==> config.mk <==
export PLATFORM = sky130hd
export DESIGN_NAME = dat_rx_block_framer
export DESIGN_NICKNAME = d
export VERILOG_FILES = /design/src/rtl/dat_rx_block_framer.sv
export SDC_FILE = /design/constraint.sdc
export NUM_CORES = 1
export LEC_CHECK = 0
export BUFFER_PORTS_ARGS = -buffer_cell sky130_fd_sc_hd__buf_2
export CORE_MARGIN = 2
export CORE_UTILIZATION = 60
export DETAILED_ROUTE_END_ITERATION = 10
export PLACE_DENSITY = 0.82
export SETUP_SLACK_MARGIN = 0.1
export SLEW_MARGIN = 10
export SYNTH_ARGS = -nofsm -noshare
export SYNTH_HDL_FRONTEND = slang
export SYNTH_SLANG_ARGS = --single-unit
==> constraint.sdc <==
create_clock -name sd_clock -period 5.29 [get_ports sd_clock]
set_input_delay 0.529 -clock sd_clock [delete_from_list [all_inputs] [get_ports sd_clock]]
set_output_delay 0.529 -clock sd_clock [all_outputs]
set_load 0.05 [all_outputs]
==> src/rtl/dat_rx_block_framer.sv <==
// Receive framer for one SD DAT line: start-bit search, MSB-first deserialise, CRC16/end-bit check (CRC logic only with DAT_RX_CRC_CHECK_EN).
// Latency: word strobe the cycle after its last bit; done one cycle after the final end bit.
// Backpressure: none toward the card; a word completing while fifo_full=1 is dropped and flags overrun.
module dat_rx_block_framer #(
    parameter int WORD_W      = 32,
    parameter int BLOCK_BYTES = 512,
    parameter int TIMEOUT_W   = 16
) (
    input  logic                 sd_clock,
    input  logic                 reset,
    input  logic                 start,
    input  logic [3:0]           blocks,
    input  logic [TIMEOUT_W-1:0] TIMEOUT_REG,
    input  logic                 dat_in,
    input  logic                 fifo_full,
    output logic [WORD_W-1:0]    dataToFIFO,
    output logic                 write_enable,
    output logic                 busy,
    output logic                 done,
    output logic                 crc_error,
    output logic                 end_error,
    output logic                 overrun,
    output logic                 timeout
);

    localparam int BLOCK_BITS = BLOCK_BYTES * 8;
    localparam int BIT_W      = $clog2(BLOCK_BITS);
    localparam int WSEL_W     = $clog2(WORD_W);
    localparam logic [BIT_W-1:0] LAST_BIT = BIT_W'(BLOCK_BITS - 1);

    typedef enum logic [2:0] {
        IDLE,
        WAIT_START,
        DATA,
        CRC,
        END_BIT,
        DONE
    } state_t;

    state_t                state;
    state_t                state_nxt;
    logic [BIT_W-1:0]      bit_cnt;
    logic [3:0]            crc_cnt;
    logic [TIMEOUT_W-1:0]  tmo_cnt;
    logic [TIMEOUT_W-1:0]  tmo_nxt;
    logic                  tmo_hit;
    logic [3:0]            blk_cnt;
    logic [WORD_W-2:0]     shift_dat;
    logic                  word_vld;
    logic                  word_end;

    assign tmo_nxt  = tmo_cnt + 1'b1;
    assign tmo_hit  = (TIMEOUT_REG != '0) && (tmo_nxt == TIMEOUT_REG);
    assign word_end = (bit_cnt[WSEL_W-1:0] == {WSEL_W{1'b1}});

    always_ff @(posedge sd_clock or negedge reset) begin
        if (!reset) begin
            state <= IDLE;
        end else begin
            state <= state_nxt;
        end
    end

    always_comb begin
        state_nxt    = state;
        busy         = (state != IDLE);
        done         = (state == DONE);
        // the FIFO push is qualified by the full flag of the strobe cycle itself
        write_enable = word_vld & ~fifo_full;
        case (state)
            IDLE:       if (start) state_nxt = WAIT_START;
            WAIT_START: begin
                if (!dat_in) begin
                    state_nxt = DATA;
                end else if (tmo_hit) begin
                    state_nxt = DONE;
                end
            end
            DATA:       if (bit_cnt == LAST_BIT) state_nxt = CRC;
            CRC:        if (crc_cnt == 4'd15) state_nxt = END_BIT;
            END_BIT:    state_nxt = (blk_cnt == 4'd1) ? DONE : WAIT_START;
            DONE:       state_nxt = IDLE;
            default:    state_nxt = IDLE;
        endcase
    end

    always_ff @(posedge sd_clock or negedge reset) begin
        if (!reset) begin
            bit_cnt    <= '0;
            crc_cnt    <= '0;
            tmo_cnt    <= '0;
            blk_cnt    <= '0;
            shift_dat  <= '0;
            word_vld   <= 1'b0;
            dataToFIFO <= '0;
            end_error  <= 1'b0;
            overrun    <= 1'b0;
            timeout    <= 1'b0;
        end else begin
            word_vld <= 1'b0;
            if (word_vld && fifo_full) begin
                overrun <= 1'b1;
            end
            case (state)
                IDLE: begin
                    if (start) begin
                        end_error <= 1'b0;
                        overrun   <= 1'b0;
                        timeout   <= 1'b0;
                        blk_cnt   <= (blocks == 4'd0) ? 4'd1 : blocks;
                        tmo_cnt   <= '0;
                    end
                end
                WAIT_START: begin
                    if (!dat_in) begin
                        bit_cnt <= '0;
                        crc_cnt <= '0;
                    end else begin
                        tmo_cnt <= tmo_nxt;
                        if (tmo_hit) begin
                            timeout <= 1'b1;
                        end
                    end
                end
                DATA: begin
                    shift_dat <= {shift_dat[WORD_W-3:0], dat_in};
                    bit_cnt   <= bit_cnt + 1'b1;
                    if (word_end) begin
                        dataToFIFO <= {shift_dat, dat_in};
                        word_vld   <= 1'b1;
                    end
                end
                CRC: begin
                    crc_cnt <= crc_cnt + 1'b1;
                end
                END_BIT: begin
                    if (!dat_in) begin
                        end_error <= 1'b1;
                    end
                    blk_cnt <= blk_cnt - 1'b1;
                    tmo_cnt <= '0;
                end
                default: ;
            endcase
        end
    end

`ifdef DAT_RX_CRC_CHECK_EN
    logic [15:0] crc_calc;
    logic [14:0] crc_rx;

    function automatic logic [15:0] crc16_step(input logic [15:0] c, input logic d);
        logic fb;
        fb = c[15] ^ d;
        return {c[14:0], 1'b0} ^ (fb ? 16'h1021 : 16'h0000);
    endfunction

    always_ff @(posedge sd_clock or negedge reset) begin
        if (!reset) begin
            crc_calc  <= '0;
            crc_rx    <= '0;
            crc_error <= 1'b0;
        end else begin
            case (state)
                IDLE: if (start) crc_error <= 1'b0;
                WAIT_START: if (!dat_in) crc_calc <= '0;
                DATA: crc_calc <= crc16_step(crc_calc, dat_in);
                CRC: begin
                    crc_rx <= {crc_rx[13:0], dat_in};
                    if ((crc_cnt == 4'd15) && ({crc_rx, dat_in} != crc_calc)) begin
                        crc_error <= 1'b1;
                    end
                end
                default: ;
            endcase
        end
    end
`else
    assign crc_error = 1'b0;
`endif

endmodule

Yosys cells after proc, flatten, opt, wreduce, memory -nomap -nowiden

Cells that the tools add are included.

$add $sub $neg: 4
Eq/ne operators: 18
Mux-type cells: 28
Bitwise logic cells: 2
Reduce and logical (&&, ||, !) cells: 19

Operator list:

| cell                                                            | number |
|---|---|
| 16-bit case mux with 3 select lines                             | 1 |
| 16-bit two-way mux                                              | 2 |
| 12-bit case mux with 2 select lines                             | 1 |
| 3-bit two-way mux                                               | 6 |
| 16-bit by 1-bit adder with 16-bit output, second input constant | 1 |
| 16-bit == test                                                  | 1 |
| 4-bit case mux with 2 select lines                              | 2 |
| 16-bit nonzero test                                             | 1 |
| 3-bit case mux with 5 select lines                              | 1 |
| 2-bit inequality test, second input constant                    | 7 |
| 12-bit by 1-bit adder with 12-bit output, second input constant | 1 |
| 12-bit == test, second input constant                           | 1 |
| 12-bit two-way mux                                              | 1 |
| 4-bit two-way mux                                               | 3 |
| 1-bit two-way mux                                               | 9 |
| 2-bit AND reduction                                             | 4 |
| 4-bit AND reduction                                             | 2 |
| 2-bit nonzero test                                              | 4 |
| 3-bit by 2-bit == test with 1-bit output, second input constant | 2 |
| 3-bit == test, second input constant                            | 2 |
| 3-bit AND reduction                                             | 2 |
| 3-bit nonzero test                                              | 2 |
| 5-bit == test, second input constant                            | 1 |
| 4-bit by 1-bit adder with 4-bit output, second input constant   | 1 |
| other kinds (11)                                                | 13 |

Register bits after elaboration: 106
Output and inout port bits: 39
Logic and storage cells: 82

Logic depth before layout (Yosys ltp)

Gate-level depths: netlist of the first run.

Depth after elaboration: 6
Mapped depth: 8

Least setup slack after synthesis of the first run

OpenSTA, ideal clock, no wires.

Path kind: reg-to-reg
Start: reg tmo_cnt[0]
End: reg state[2]
Setup time: 0.077 ns
Arrival time: 1.976 ns
Slack: 3.236 ns
Stages on the path, launching flop included: 8
Path buffers: 0
Period minus slack after synthesis: 2.054 ns
Cells stage by stage: dfrtp_1 ha_1 and3_1 nand3_1 xor2_2 a2111oi_2 nand4_1 a21oi_1

Longest elaborated chain between the ends: 5

Ends and longest elaborated chain:

| what                                     | RTL line | text |
|---|---|---|
| from (decl)                              | 44       | `logic [TIMEOUT_W-1:0] tmo_cnt;` |
| from (signal assigned)                   | 119      | `tmo_cnt <= tmo_nxt;` |
| 16-bit by 1-bit adder with 16-bit output | 52       | `assign tmo_nxt = tmo_cnt + 1'b1;` |
| 16-bit == test                           | 53       | `assign tmo_hit = (TIMEOUT_REG != '0) && (tmo_nxt == TIMEOUT_REG);` |
| 1-bit logical AND                        | 53       |  |
| 3-bit inequality test (no line)          | --       |  |
| 4-bit AND reduction (no line)            | --       |  |
| to (signal assigned)                     | 60       | `state <= state_nxt;` |
| to (decl)                                | 40       | `state_t state;` |

No other way between the ends.
A chain may end at the register's enable or synchronous reset.

Final worst setup path of the first run

Ends and elaborated chain as after synthesis.

==> results of run 1 <==
power breakdown:
part | switching (mW) | internal [mW] | leakage, nW
combinational | 0.372 | 0.176 | 1.31
sequential | 0.128 | 0.916 | 1.45
clock | 0.302 | 0.232 | 0.107
worst max-delay path, cell delays in order (launching register included):
cell       delay, ns
dfrtp_1         0.50
ha_1            0.33
and3_1          0.27
nand3_1         0.25
xor2_2          0.22
a2111oi_2       0.36
nand4_1         0.18
a21oi_1         0.19
final cells by class:
| cell class | instances | area (µm²) | share of cell area [%] |
|---|---|---|---|
| multi-input cells | 388 | 2370 | 41.3 |
| well taps | 105 | 131 | 2.29 |
| clock buffers | 9 | 124 | 2.16 |
| repair buffers | 65 | 335 | 5.85 |
| clock inverters | 7 | 93.8 | 1.64 |
| flip-flops and latches | 106 | 2650 | 46.3 |
| inverters | 6 | 22.5 | 0.393 |
Yosys cell counts, types with 3 or more instances:
master,instances,area (µm²)
nor2b_1,3,18.8
o31ai_1,4,30.0
buf_2,11,55.1
xor2_1,5,43.8
dfrtp_1,106,2650
a31oi_1,6,37.5
o41ai_1,4,35.0
nand4_1,11,68.8
buf_4,3,22.5
and3_1,6,37.5
mux2_2,32,360
xnor2_1,13,114
o21ai_0,42,210
clkbuf_1,17,63.8
nand3_1,14,70.1
and2_1,6,37.5
a21oi_1,12,60.1
nor4_1,7,43.8
nand2_1,135,507
mux2i_1,7,70.1
nand2b_1,3,18.8
ha_1,6,75.1
nor3_1,7,35.0
nor2_1,21,78.8
o211ai_1,3,22.5
nor3b_1,3,22.5
inv_1,6,22.5
o22ai_1,4,25.0
cell families (layout without fill, tap and decap cells):
logic type | count (synthesis) | in the layout
and+or+nand+nor | 237 | 237
DFF | 106 | 106
AOI/OAI and AO/OA | 86 | 86
muxes | 39 | 39
buffers and inverters | 37 | 87
xor gates and xnor gates | 19 | 19
adders and majority gates | 6 | 6
other | 1 | 1
registers in the layout, summed over array words and instances, names as in the netlist, 3 cells and up:
signal and flops:
bit_cnt 12, blk_cnt 4, crc_cnt 4, dataToFIFO 32, shift_dat 31, state 3, tmo_cnt 16
worst min path at each step:
stage             startpoint       endpoint  depth (start not counted)
3_3_place_gp   shift_dat[30]  shift_dat[30]                          2
5_1_grt                reset    tmo_cnt[15]                          1
2_1_floorplan          reset     bit_cnt[0]                          0
4_1_cts                reset    tmo_cnt[15]                          1
6_report               reset    tmo_cnt[15]                          1
3_5_place_dp      blk_cnt[3]     blk_cnt[3]                          1
metal layers:
layer / vias up / routed length (µm) / GRT usage [%]
met5: - / 0 / 0
met4: 0 / 232 / 9.53
met3: 20 / 603 / 4.70
met2: 147 / 5420 / 41.7
met1: 1995 / 4850 / 32.6
li1: 1937 / - / -
==> results.sh, run 1 <==
export IMPL_max_freq_mhz=419
export IMPL_postRouteAntennaNets=0
export IMPL_synth_area_um2=5180
export IMPL_drt_wl_total_mm=11.1
export IMPL_grt_usage_pct=25.0
export IMPL_postSynthCellCount=531
export IMPL_numPortBuffers=62
export IMPL_clock_tree_buffer_depth=2
export IMPL_regToRegStartpoint="tmo_cnt[0]"
export IMPL_reg2reg_depth=7
export IMPL_cts_buffers=9
export IMPL_crit_type="reg2reg"
export IMPL_slew_headroom_pct=45.2
export IMPL_period_share_pct=45.1
export IMPL_hold_slack_ns=0.169
export IMPL_antenna_found_initial=0
export IMPL_fin_nets=607
export IMPL_required_ns=5.58
export IMPL_worst_path_max_fanout=7
export IMPL_synthArstFlopShare_pct=100
export IMPL_vias=4099
export IMPL_dp_hpwl_mm=7.52
export IMPL_seq_area_frac_synth_pct=51.2
export IMPL_max_slew_worst_pin_slew_ns=0.822
export IMPL_fin_util_pct=69.0
export IMPL_dieArea_um2=9390
export IMPL_tns_ns=0
export IMPL_ctsHtreeMaxLevel=3
export IMPL_yosysUniqueCellTypes=55
export IMPL_viasPerCell=5.98
export IMPL_drive_gt1_share_pct=22.2
export IMPL_ff2ff_setup_slack_ns=2.91
export IMPL_dp_slack_ns=2.98
export IMPL_post_cts_buffers=0
export IMPL_min_path_type="in2async"
export IMPL_crit_path_start_kind="flip-flop"
export IMPL_synth_compound_area_share_pct=9.90
export IMPL_peakVddDrop_uv=260
export IMPL_p_per_area_nw_per_um2=371
export IMPL_place_area_um2=5510
export IMPL_totalPowerFinal_mw=2.13
export IMPL_cp_data_arrival_time_ns=2.67
export IMPL_row_count=33
export IMPL_layout_common_cells="nand2_1, dfrtp_1, buf_2"
export IMPL_avgSynthCellArea_um2=9.76
export IMPL_antenna_cells=0
export IMPL_drt_first_pass_iters=5
export IMPL_clock_skew_ns=0.0161
export IMPL_fin_ws_ns=2.91
export IMPL_initial_core_util_pct=62.4
export IMPL_placed_cells=670
export IMPL_synthMuxAreaShare_pct=8.31
export IMPL_synth_xor_area_share_pct=3.36
export IMPL_drc=0
export IMPL_synth_flop_cell="dfrtp_1"
export IMPL_cp_startpoint="tmo_cnt[0]"
export IMPL_path_clk_slew_ns=0.11
export IMPL_io_pins=64
export IMPL_rsz0062_at_grt="false"
export IMPL_report_final_setup_viol=0
export IMPL_outcome="completed"
export IMPL_r2r_end="state[2]"
export IMPL_clk_latency_ns=0.37
export IMPL_synth_top_family_by_area="simple AND/OR/NAND/NOR gates"
export IMPL_ys_ff_latch=106
export IMPL_grt_remaining_overflow=0
export IMPL_cts_hold_fix_buffers=0
export IMPL_drv_cap=0
export IMPL_report_final_slew_viol_count=0
export IMPL_grt_pass1_vias=4131
export IMPL_synth_adder_area_share_pct=1.45
export IMPL_clock_sinks=106
export IMPL_fp_dieW_um=96.9
export IMPL_synth_edf_count=0
export IMPL_drt_iter0_markers=270
export IMPL_post_cts_resized=0
export IMPL_cts_tree="built"
export IMPL_crit_path_end_kind="flip-flop"
export IMPL_syn2layout_area_growth_pct=10.6
export IMPL_p_leak_nw=2.86
export IMPL_design_area_um2=5730
export IMPL_num_fill_cells=624
export IMPL_grt_pass1_wl_mm=19.2
export IMPL_final_common_cell="nand2_1"
export IMPL_syn_nets=562
export IMPL_wl_per_cell_um=16.2
export IMPL_die_height_um=96.9
export IMPL_final_cells=686
export IMPL_finalHoldViolCount=0
export IMPL_endpoint="state[2]"
export IMPL_yosysWarnings=0
export IMPL_post_route_min_period_ns=2.38
export IMPL_synthSimpleGateAreaFrac_pct=22.5
export IMPL_core_area_um2=8300
export IMPL_clk_root_buffer_cell="clkbuf_8"
export IMPL_routabilityCongestion=0.968
export IMPL_grt_max_degree=56
No activity file was read; power rests on OpenSTA's default activity.
==> inputs of run 2 (changes only) <==
--- a/config.mk
+++ b/config.mk
@@ -5,11 +5,12 @@
 export SDC_FILE = /design/constraint.sdc
 export NUM_CORES = 1
 export LEC_CHECK = 0
+export ABC_AREA = 1
 export BUFFER_PORTS_ARGS = -buffer_cell sky130_fd_sc_hd__buf_2
 export CORE_MARGIN = 2
-export CORE_UTILIZATION = 60
+export CORE_UTILIZATION = 52
 export DETAILED_ROUTE_END_ITERATION = 10
-export PLACE_DENSITY = 0.82
+export PLACE_DENSITY = 0.76
 export SETUP_SLACK_MARGIN = 0.1
 export SLEW_MARGIN = 10
 export SYNTH_ARGS = -nofsm -noshare
==> constraint.sdc (replaced) <==
create_clock -name sd_clock -period 2.1 [get_ports sd_clock]
set_input_delay 0.21 -clock sd_clock [delete_from_list [all_inputs] [get_ports sd_clock]]
set_output_delay 0.21 -clock sd_clock [all_outputs]
set_load 0.05 [all_outputs]
==> results.sh, run 2 <==
export IMPL_synth_top_family_by_area="simple AND/OR/NAND/NOR gates"
export IMPL_post_route_min_period_ns=1.99
export IMPL_slew_headroom_pct=64.2
export IMPL_report_final_slew_viol_count=0
export IMPL_core_area_um2=9730
export IMPL_cp_data_arrival_time_ns=2.26
export IMPL_dp_slack_ns=0.0948
export IMPL_synth_area_leaders="dfrtp_1, nand2_1, o21ai_0"
export IMPL_fin_ws_ns=0.110
export IMPL_yosys_top_cells_count="nand2_1, dfrtp_1, inv_1, o21ai_0, nand3_1"
export IMPL_yosysMostFrequentCell="nand2_1"
export IMPL_synth_area_um2=5170
export IMPL_clock_sinks=106
export IMPL_vias=4508
export IMPL_worst_path_max_fanout=5
export IMPL_clock_tree_buffer_depth=2
export IMPL_crit_path_end_kind="flip-flop"
export IMPL_drive_gt1_share_pct=19.9
export IMPL_die_height_um=104
export IMPL_synth_xor_area_share_pct=2.49
export IMPL_viasPerCell=5.25
export IMPL_cts_buffers=9
export IMPL_fin_nets=751
export IMPL_synth_flop_cell="dfrtp_1"
export IMPL_grt_remaining_overflow=0
export IMPL_regMostFlops="dataToFIFO"
export IMPL_crit_type="reg2reg"
export IMPL_fp_dieW_um=104
export IMPL_drt_iter0_markers=215
export IMPL_dp_hpwl_mm=8.68
export IMPL_antenna_found_initial=0
export IMPL_seq_area_frac_synth_pct=51.3
export IMPL_drt_first_pass_iters=4
export IMPL_layout_common_cells="nand2_1, dfrtp_1, inv_1"
export IMPL_antenna_cells=0
export IMPL_ctsHtreeMaxLevel=3
export IMPL_min_path_type="in2reg"
export IMPL_synthSimpleGateAreaFrac_pct=25.2
export IMPL_yosysWarnings=0
export IMPL_final_common_cell="nand2_1"
export IMPL_initial_core_util_pct=53.2
export IMPL_grt_max_degree=52
export IMPL_rsz0062_at_grt="true"
export IMPL_crit_path_start_kind="flip-flop"
export IMPL_ys_ff_latch=106
export IMPL_synth_largest_area_cell="dfrtp_1"
export IMPL_outcome="completed"
export IMPL_finalHoldViolCount=0
export IMPL_avgSynthCellArea_um2=8.07
export IMPL_period_share_pct=94.8
export IMPL_yosysUniqueCellTypes=35
export IMPL_drv_cap=0
export IMPL_syn2layout_area_growth_pct=17.9
export IMPL_fin_util_pct=62.7
export IMPL_synth_adder_area_share_pct=1.45
export IMPL_largest_reg_flops=32
export IMPL_p_leak_nw=3.18
export IMPL_numPortBuffers=62
export IMPL_routabilityCongestion=0.920
export IMPL_clk_root_buffer_cell="clkbuf_8"
export IMPL_grt_pass1_wl_mm=20.4
export IMPL_peakVddDrop_uv=449
export IMPL_synth_compound_area_share_pct=11.6
export IMPL_grt_pass1_vias=4465
export IMPL_max_slew_worst_pin_slew_ns=0.535
export IMPL_wl_per_cell_um=14.0
export IMPL_row_count=36
export IMPL_syn_nets=672
export IMPL_report_final_setup_viol=0
export IMPL_drc=0
export IMPL_hold_slack_ns=0.0926
export IMPL_required_ns=2.37
export IMPL_grt_usage_pct=23.1
export IMPL_synth_edf_count=0
export IMPL_totalPowerFinal_mw=3.95
export IMPL_p_per_area_nw_per_um2=648
export IMPL_dieArea_um2=10800
export IMPL_synthMuxAreaShare_pct=0.194
export IMPL_top_regs="dataToFIFO x32, shift_dat x31, tmo_cnt x16"
export IMPL_drt_wl_total_mm=12.0
export IMPL_clock_skew_ns=0.0120
export IMPL_postRouteAntennaNets=0
export IMPL_io_pins=64
export IMPL_synth_top_cell_area_share_pct=51.3
export IMPL_postSynthCellCount=641
export IMPL_max_freq_mhz=502
export IMPL_path_clk_slew_ns=0.10
export IMPL_clk_latency_ns=0.37
export IMPL_synthArstFlopShare_pct=100
export IMPL_cts_tree="built"
[run 2: path summary, 6_finish.rpt]
path	endpoint	startpoint	slack (ns)	cells past startpoint
worst max register to register	state[0]	tmo_cnt[1]	0.11	14
worst max-delay path	state[0]	tmo_cnt[1]	0.11	14
max in group asynchronous	dataToFIFO[24]	reset	1.07	3
min in group asynchronous	tmo_cnt[10]	reset	0.33	2
worst min-delay path	end_error	dat_in	0.09	2
worst min register to register	dataToFIFO[9]	dataToFIFO[9]	0.49	2
[run 2: repair_timing]
item / CTS / global route
setup buffers: 0 / 4
pin swaps: 1 / 21
resized for setup: 1 / 31
hold buffers: 1 / 0
gates cloned: 1 / 0
endpoints found under the setup margin: 1 / 4
hold endpoints to repair: 33 / 0
[run 2: worst max-delay path, cell delays in order (launching register included)]
cell and delay, ns:
dfrtp_1 0.45, ha_4 0.19, nand2_4 0.07, nor2_4 0.18, nand4_1 0.17, nand3b_1 0.14
nand2_1 0.08, nor2_1 0.10, nand2_1 0.07, nor2_2 0.12, nand2_1 0.07, nand2_2 0.09
nand2_2 0.06, nand2_1 0.06, nand2_1 0.04
[run 2: logic make-up (layout without fill, tap and decap cells)]
kind of cell               after synthesis  after routing
other                                    1              1
AOI/OAI and AO/OA                      113            113
buffers and inverters                  105            188
muxes                                    1              1
adders and majority gates                6              6
xor gates and xnor gates                10             10
DFF                                    106            106
and+or+nand+nor                        299            300
[run 2: layer usage]
layer / GRT usage, % / wire length (µm) / vias to the layer above
met1: 29.6 / 5370 / 2169
met4: 9.65 / 239 / 0
li1: - / - / 2215
met5: 0 / 0 / -
met3: 4.91 / 532 / 19
met2: 38.4 / 5860 / 105
[run 2: final cells by class]
cell class	instances	area [µm²]
Timing Repair Buffer	82	494
Fill cell	856	3630
Clock inverter	6	70.1
Tap cell	133	166
Multi-Input combinational cell	431	2240
Inverter	90	338
Sequential cell	106	2650
Clock buffer	10	138
[run 2: report_power, final]
part           total (mW)  switching (mW)  internal (mW)
combinational       0.464           0.326          0.138
clock                1.34           0.742          0.601
sequential           2.15          0.0392           2.11
total                3.95            1.11           2.85
[run 2: stage by stage]
stage	std cells	TNS (ns)	instance area [µm²]
2_1_floorplan	641	0	5170
3_3_place_gp	836	0	5730
3_5_place_dp	836	0	5730
4_1_cts	854	0	5960
5_1_grt	858	-0.0880	6100
6_report	858	0	6100
==> inputs of run 3 (changes only) <==
--- a/config.mk
+++ b/config.mk
@@ -8,11 +8,12 @@
 export ABC_AREA = 1
 export BUFFER_PORTS_ARGS = -buffer_cell sky130_fd_sc_hd__buf_2
 export CORE_MARGIN = 2
-export CORE_UTILIZATION = 52
+export CORE_UTILIZATION = 54
+export CTS_BUF_LIST = sky130_fd_sc_hd__clkbuf_4
 export DETAILED_ROUTE_END_ITERATION = 10
-export PLACE_DENSITY = 0.76
+export PLACE_DENSITY = 0.78
 export SETUP_SLACK_MARGIN = 0.1
-export SLEW_MARGIN = 10
+export SLEW_MARGIN = 5
 export SYNTH_ARGS = -nofsm -noshare
 export SYNTH_HDL_FRONTEND = slang
 export SYNTH_SLANG_ARGS = --single-unit
==> results.sh, run 3 (synthesis results as in run 2) <==
export IMPL_period_share_pct=95.2
export IMPL_report_final_setup_viol=0
export IMPL_max_freq_mhz=500
export IMPL_grt_pass1_wl_mm=18.9
export IMPL_clk_latency_ns=0.46
export IMPL_dp_hpwl_mm=8.21
export IMPL_largest_reg_flops=32
export IMPL_numPortBuffers=62
export IMPL_crit_chain="buf_6 -> nand2_4 -> nor2_4 -> nand2_2 -> nand2_2 -> nand2_1 -> nand2_1 -> nand3_1 -> nor2_1 -> nand2_1 -> nor2_1 -> nand2_1 -> nand2_2 -> nand2_2 -> nand2_2 -> nand2_1"
export IMPL_clk_root_buffer_cell="clkbuf_4"
export IMPL_fin_ws_ns=0.101
export IMPL_multiInputGateArea_um2=2220
export IMPL_routabilityCongestion=0.969
export IMPL_die_height_um=102
export IMPL_slowest_stage="dfrtp_1"
export IMPL_worst_path_max_fanout=7
export IMPL_clock_skew_ns=0.0123
export IMPL_seqCellArea_um2=2650
export IMPL_p_sw_mw=1.05
export IMPL_crit_path_end_kind="flip-flop"
export IMPL_drive_gt1_share_pct=19.0
export IMPL_finalHoldViolCount=0
export IMPL_antenna_cells=0
export IMPL_cp_data_arrival_time_ns=2.37
export IMPL_clock_tree_buffer_depth=2
export IMPL_design_area_um2=5990
export IMPL_clock_sinks=106
export IMPL_internal_power_mw=2.62
export IMPL_cts_buffers=9
export IMPL_grt_max_degree=67
export IMPL_grt_usage_pct=23.1
export IMPL_top_regs="dataToFIFO x32, shift_dat x31, tmo_cnt x16"
export IMPL_min_path_type="in2reg"
export IMPL_drt_iter0_markers=315
export IMPL_peakVddDrop_uv=571
export IMPL_grt_pass1_vias=4126
export IMPL_critPathTopFamily="simple AND/OR/NAND/NOR gates"
export IMPL_io_pins=64
export IMPL_p_leak_nw=3.13
export IMPL_num_fill_cells=791
export IMPL_cp_num_buf_inv=1
export IMPL_ctsHtreeMaxLevel=3
export IMPL_vias=4471
export IMPL_crit_type="reg2reg"
export IMPL_dieArea_um2=10400
export IMPL_drc=0
export IMPL_viasPerCell=5.26
export IMPL_rsz0062_at_grt="true"
export IMPL_p_per_area_nw_per_um2=613
export IMPL_outcome="completed"
export IMPL_totalPowerFinal_mw=3.68
export IMPL_wl_per_cell_um=13.5
export IMPL_layout_common_cells="nand2_1, dfrtp_1, inv_1"
export IMPL_drt_first_pass_iters=5
export IMPL_post_route_min_period_ns=2.00
export IMPL_required_ns=2.47
export IMPL_syn2layout_area_growth_pct=15.9
export IMPL_final_common_cell="nand2_1"
export IMPL_drt_wl_total_mm=11.4
export IMPL_place_area_um2=5720
export IMPL_pwr_share_clk_pct=29.0
export IMPL_dp_slack_ns=0.151
export IMPL_regMostFlops="dataToFIFO"
export IMPL_report_final_slew_viol_count=0
export IMPL_fp_dieW_um=102
export IMPL_row_count=35
export IMPL_cp_slowest_stage_delay_ns=0.44
export IMPL_cts_tree="built"
export IMPL_postRouteAntennaNets=0
export IMPL_grt_remaining_overflow=0
export IMPL_max_slew_worst_pin_slew_ns=0.542
export IMPL_swShare_pct=28.6
export IMPL_fin_nets=747
export IMPL_seq_power_share_pct=58.5
export IMPL_core_area_um2=9280
export IMPL_initial_core_util_pct=55.7
export IMPL_slew_headroom_pct=63.9
export IMPL_antenna_found_initial=0
export IMPL_combPwrFrac_pct=12.5
export IMPL_crit_path_start_kind="flip-flop"
export IMPL_path_clk_slew_ns=0.16
export IMPL_drv_cap=0
run 3: path summary, 6_finish.rpt:
check	start	endpoint	slack (ns)	depth (start not counted)
max in group asynchronous	reset	shift_dat[15]	1.44	3
min reg2reg	dataToFIFO[9]	dataToFIFO[9]	0.50	2
min in group asynchronous	reset	tmo_cnt[5]	0.11	2
min	blocks[2]	blk_cnt[2]	0.06	3
max reg2reg	tmo_cnt[0]	state[0]	0.10	16
max	tmo_cnt[0]	state[0]	0.10	16
run 3: worst register-to-register path, cell delays in order, from the launching register on:
cell	delay [ns]
dfrtp_1	0.44
buf_6	0.15
nand2_4	0.06
nor2_4	0.23
nand2_2	0.13
nand2_2	0.09
nand2_1	0.06
nand2_1	0.09
nand3_1	0.08
nor2_1	0.11
nand2_1	0.06
nor2_1	0.11
nand2_1	0.07
nand2_2	0.08
nand2_2	0.06
nand2_2	0.05
nand2_1	0.04
run 3: area by class of cell:
class,instances,share of cell area [%]
tap,129,2.69
multi-input combinational,431,37.1
clock buffer,9,1.13
inverter,90,5.64
timing repair buffer,78,8.00
clock inverter,7,1.23
sequential,106,44.3
run 3: metal layers:
layer / part of all wire [%] / track usage (%) / wire length (µm) / vias up
met1: 45 / 31.2 / 5150 / 2108
met4: 2.1 / 8.00 / 235 / 0
met3: 5.9 / 5.27 / 671 / 24
li1: - / - / - / 2211
met5: 0 / 0 / 0 / -
met2: 47 / 37.1 / 5390 / 128
run 3: power by group through the flow:
stage                     logic, mW  clock network, mW  registers, mW
after floorplan               0.161                  0           2.30
after global placement        0.434                  0           2.18
after detailed placement      0.442                  0           2.19
after CTS                     0.446               1.11           2.15
after global routing          0.507               1.17           2.16
final                         0.459               1.07           2.15
run 3: repair_timing:
action / CTS / global route
endpoints found under the hold margin: 107 / 0
setup buffers: 0 / 2
hold buffers: 2 / 0
endpoints found under the setup margin: 0 / 5
gates resized for setup: 0 / 27
run 3: stage by stage:
step           TNS (ns)  util, %  cells  hold WS (ns)
2_1_floorplan         0        -    641       -0.0856
3_3_place_gp          0     61.6    829        0.0677
3_5_place_dp          0     61.6    829        0.0706
4_1_cts               0     63.3    847        0.0350
5_1_grt          -0.160     64.6    850        0.0332
6_report              0     64.6    850        0.0629
